<file path="config.mk">
export PLATFORM = sky130hd
export DESIGN_NAME = bcd_scan_counter
export DESIGN_NICKNAME = d
export VERILOG_FILES = /design/src/rtl/bcd_scan_counter.sv
export SDC_FILE = /design/constraint.sdc
export NUM_CORES = 1
export LEC_CHECK = 0
export BUFFER_PORTS_ARGS = -buffer_cell sky130_fd_sc_hd__buf_2
export CELL_PAD_IN_SITES_DETAIL_PLACEMENT = 1
export CELL_PAD_IN_SITES_GLOBAL_PLACEMENT = 1
export CORE_MARGIN = 2
export CORE_UTILIZATION = 36
export DETAILED_ROUTE_END_ITERATION = 7
export GPL_ROUTABILITY_DRIVEN = 0
export PLACE_DENSITY = 0.75
export SLEW_MARGIN = 20
export SYNTH_ARGS = -nofsm -noshare
export SYNTH_HDL_FRONTEND = slang
export SYNTH_SLANG_ARGS = --single-unit
</file>
<file path="constraint.sdc">
create_clock -name clk -period 2.1 [get_ports clk]
set_input_delay 0.105 -clock clk [delete_from_list [all_inputs] [get_ports clk]]
set_output_delay 0.105 -clock clk [all_outputs]
set_load 0.01 [all_outputs]
</file>
<file path="src/rtl/bcd_scan_counter.sv">
// bcd_scan_counter: multi-digit BCD up/down counter with load sanitising and a one-hot digit scanner
module bcd_scan_counter #(
  parameter int DIGITS = 2,
  parameter int SCAN_DIV = 4
) (
  input  logic                  clk,
  input  logic                  rst,
  input  logic                  En,
  input  logic                  UpDn,
  input  logic                  Load,
  input  logic [4*DIGITS-1:0]   LoadIn,
  output logic [4*DIGITS-1:0]   CountOut,
  output logic [3:0]            BCDOut,
  output logic [DIGITS-1:0]     DigitSel,
  output logic                  CarryOut,
  output logic                  LoadErr
);
  localparam int IW = DIGITS > 1 ? $clog2(DIGITS) : 1;
  localparam int PW = SCAN_DIV > 1 ? $clog2(SCAN_DIV) : 1;
  logic [4*DIGITS-1:0] nxt, ld;
  logic [3:0] d;
  logic prop, bad, scan_wrap;
  logic [IW-1:0] idx, idx_n;
  logic [PW-1:0] pre;
  // prop ripples the decade carry/borrow through the digits; its final value marks a full wrap
  always_comb begin
    nxt = CountOut;
    ld = LoadIn;
    bad = 1'b0;
    prop = 1'b1;
    d = '0;
    for (int k = 0; k < DIGITS; k++) begin
      d = CountOut[4*k +: 4];
      if (prop) nxt[4*k +: 4] = UpDn ? (d == 4'd9 ? 4'd0 : d + 4'd1) : (d == 4'd0 ? 4'd9 : d - 4'd1);
      prop = prop & (UpDn ? d == 4'd9 : d == 4'd0);
      if (LoadIn[4*k +: 4] > 4'd9) begin
        ld[4*k +: 4] = 4'd0;
        bad = 1'b1;
      end
    end
  end
  assign scan_wrap = pre == PW'(SCAN_DIV - 1);
  assign idx_n = idx == IW'(DIGITS - 1) ? '0 : idx + 1'b1;
  assign BCDOut = CountOut[{idx, 2'b00} +: 4];
  always_ff @(posedge clk) begin
    if (rst) begin
      CountOut <= '0;
      CarryOut <= 1'b0;
      LoadErr <= 1'b0;
      pre <= '0;
      idx <= '0;
      DigitSel <= DIGITS'(1);
    end else begin
      CarryOut <= 1'b0;
      LoadErr <= 1'b0;
      if (Load) begin
        CountOut <= ld;
        LoadErr <= bad;
      end else if (En) begin
        CountOut <= nxt;
        CarryOut <= prop;
      end
      pre <= scan_wrap ? '0 : pre + 1'b1;
      if (scan_wrap) begin
        idx <= idx_n;
        DigitSel <= DIGITS'(1) << idx_n;
      end
    end
  end
endmodule
</file>
==> metrics.txt <==
placeable core area 2500 µm²; FF-to-FF End CountOut[6]; hold_sp LoadIn[5]; met1 WL 1180 µm; Syn Area/Cell a little over 8 µm²; IO Count 29; WS Path Type reg -> reg; FILL cells approximately 320; ratio of cells with drive above 1 in the final layout 0.305; Worst R2R Start CountOut[3]; post-synthesis sequential area ratio 0.291; met2 wire length between 1000 and 1500 µm; number of synthesis warnings 0; PD cells 604 nW/µm²; Area Overhead vs Synth 18.7%; Distinct cells, synth 42; commonest non-fill, non-tap cell in the layout buf_2; die width 55.8 µm; DR vias 998; Antenna Nets Post-Route 0; Tmin final 1960 ps; initial core utilization 0.386; hold path cells 3; commonest cells after routing, fill and taps aside buf_2, dfxtp_1, o21ai_0; FFs w/ async S/R, synth 0; #FFs+latches synth 14; run status complete, no violations; Total Routing Usage GR 0.185; initial antenna violation count 0; Met3 Routed Length just over 80 µm; DRT iter0 DRCs 14; f_max about 500 MHz; antenna cell count 0; Final nets 156; Total Power 0.692 mW; final hold vios 0; TritonCTS Buffers 3; Rows 18; Die H 55.8 µm; IO Port Bufs 28; Max-Cap Viols 0; vias in the first global route slightly below 1000; root buf cell clkbuf_4; hold crit path type in -> reg; Critical Path Sink Type flip-flop; drt wl/cell approximately 16 µm; RSZ-0062 raised after global routing false; crit start category flip-flop; Pleak 0.486 nW; clk_skew between 1 and 1.5 ps; worst-margin pin slew 596 ps; Post-synth EDFFs 0; largest net degree at the start of global routing 18; number of H-tree levels 1; clk_lat worst skew 290 ps; DRC 0; total gr overflow 0; count of final max-slew check failures 0; Vias per Instance 5.84; FF+latch area between 200 and 300 µm²; Hold Crit Endpoint CountOut[5]; worst-path fanout max 9; setup TNS 0 ps; Clock Sinks 14; CTS clk-pin slew, worst paths 90 ps; # setup viols final 0; postcts setup bufs 0; Slew headroom 0.603; Synthesized Nets 133; top routing layer used met4; CP Data Required Time 2290 ps; Routed WL 2710 µm; clock tree buffer depth 2; Arr. time, crit path 2160 ps; Max IR drop VDD 425 µV; TritonCTS clock tree built; first-pass GRT wire length 4590 µm; Die ar. 3110 µm²; worst r2r path cells 4; hpwl dp 2010 µm; Synth Flop Type dfxtp_1; Mapped Area 965 µm²; Tcrit/Tclk final 0.934; DRT Pass-1 Iters 3; multi-input combinational cell area 617 µm²; r2r setup slk 140 ps; Mapped Cells around 120
[cell type report]
| class | instances | area share |
|---|---|---|
| Timing Repair Buffer | 30 | 0.136 |
| Tap cell | 30 | 0.0328 |
| Sequential cell | 14 | 0.245 |
| Multi-Input combinational cell | 88 | 0.539 |
| Clock buffer | 4 | 0.0317 |
| Inverter | 5 | 0.0164 |
[power breakdown]
part           internal, mW  switching (mW)
logic                0.0783          0.0919
registers             0.285          0.0314
clock network         0.106          0.0998
total                 0.469           0.223
[kinds of logic (layout without fill, tap and decap cells)]
| group | Yosys count | after routing | share of synthesized area |
|---|---|---|---|
| buffers and inverters | 17 | 39 | 0.0700 |
| multiplexers | 3 | 3 | 0.0337 |
| AND/OR/NAND/NOR | 33 | 33 | 0.191 |
| AO/OA/AOI/OAI | 44 | 44 | 0.339 |
| XOR/XNOR | 7 | 7 | 0.0636 |
| flip-flops | 14 | 14 | 0.291 |
| adder cells (fa/ha/maj) | 1 | 1 | 0.0130 |
[how the worst max path moves through the flow]
stage | end | cells after the start | startpoint
floorplan | CountOut[6] | 4 | CountOut[3]
global placement | CountOut[6] | 4 | CountOut[3]
detailed placement | CountOut[6] | 4 | CountOut[3]
CTS | CountOut[6] | 4 | CountOut[3]
global route | CountOut[6] | 4 | CountOut[3]
finish | CountOut[6] | 4 | CountOut[3]
[synthesized netlist by cell type (2+ instances only)]
master / n / share of area
a211oi_1: 4 / 0.031
o21ai_0: 12 / 0.062
xnor2_1: 5 / 0.045
nand3_1: 2 / 0.010
a21oi_1: 7 / 0.036
and3_1: 2 / 0.013
clkbuf_1: 11 / 0.043
nor2_1: 4 / 0.016
nor2b_1: 3 / 0.019
a31o_2: 3 / 0.027
nor3_1: 7 / 0.036
a211o_1: 2 / 0.018
a311oi_1: 2 / 0.018
dfxtp_1: 14 / 0.29
mux2_2: 2 / 0.023
xor2_1: 2 / 0.018
nand2_1: 7 / 0.027
inv_1: 5 / 0.019
o211ai_1: 2 / 0.016
[stage by stage]
stage	std cells	utilization	hold slack (ps)	worst slack, ps	instance area [µm²]
5_1_grt	171	0.458	54.1	34.5	1140
6_report	171	0.458	52.3	139	1140
3_5_place_dp	167	0.443	356	102	1110
4_1_cts	171	0.458	47.2	74.8	1140
3_3_place_gp	167	0.443	352	208	1110
2_1_floorplan	119	-	217	308	965
[sequential cells by signal (all words and copies together), names as in the netlist]
| signal | count |
|---|---|
| CarryOut | 1 |
| CountOut | 8 |
| DigitSel | 2 |
| LoadErr | 1 |
| pre | 2 |
[layer usage]
| metal | vias up | track usage |
|---|---|---|
| li1 | 488 | - |
| met1 | 488 | 0.211 |
| met2 | 16 | 0.327 |
| met3 | 6 | 0.0395 |
| met5 | - | 0 |
| met4 | 0 | 0.0871 |
[what timing repair did]
item | CTS | global route
hold buffers | 0 | 0
setup endpoints to repair | 0 | 1
gates resized for setup | 0 | 0
[critical path: stages, from the launching register on]
cell	delay, ps
dfxtp_1	400
or3_4	410
a2111oi_4	570
o21ai_0	200
a31o_2	280
No activity file was read; power rests on OpenSTA's default activity.
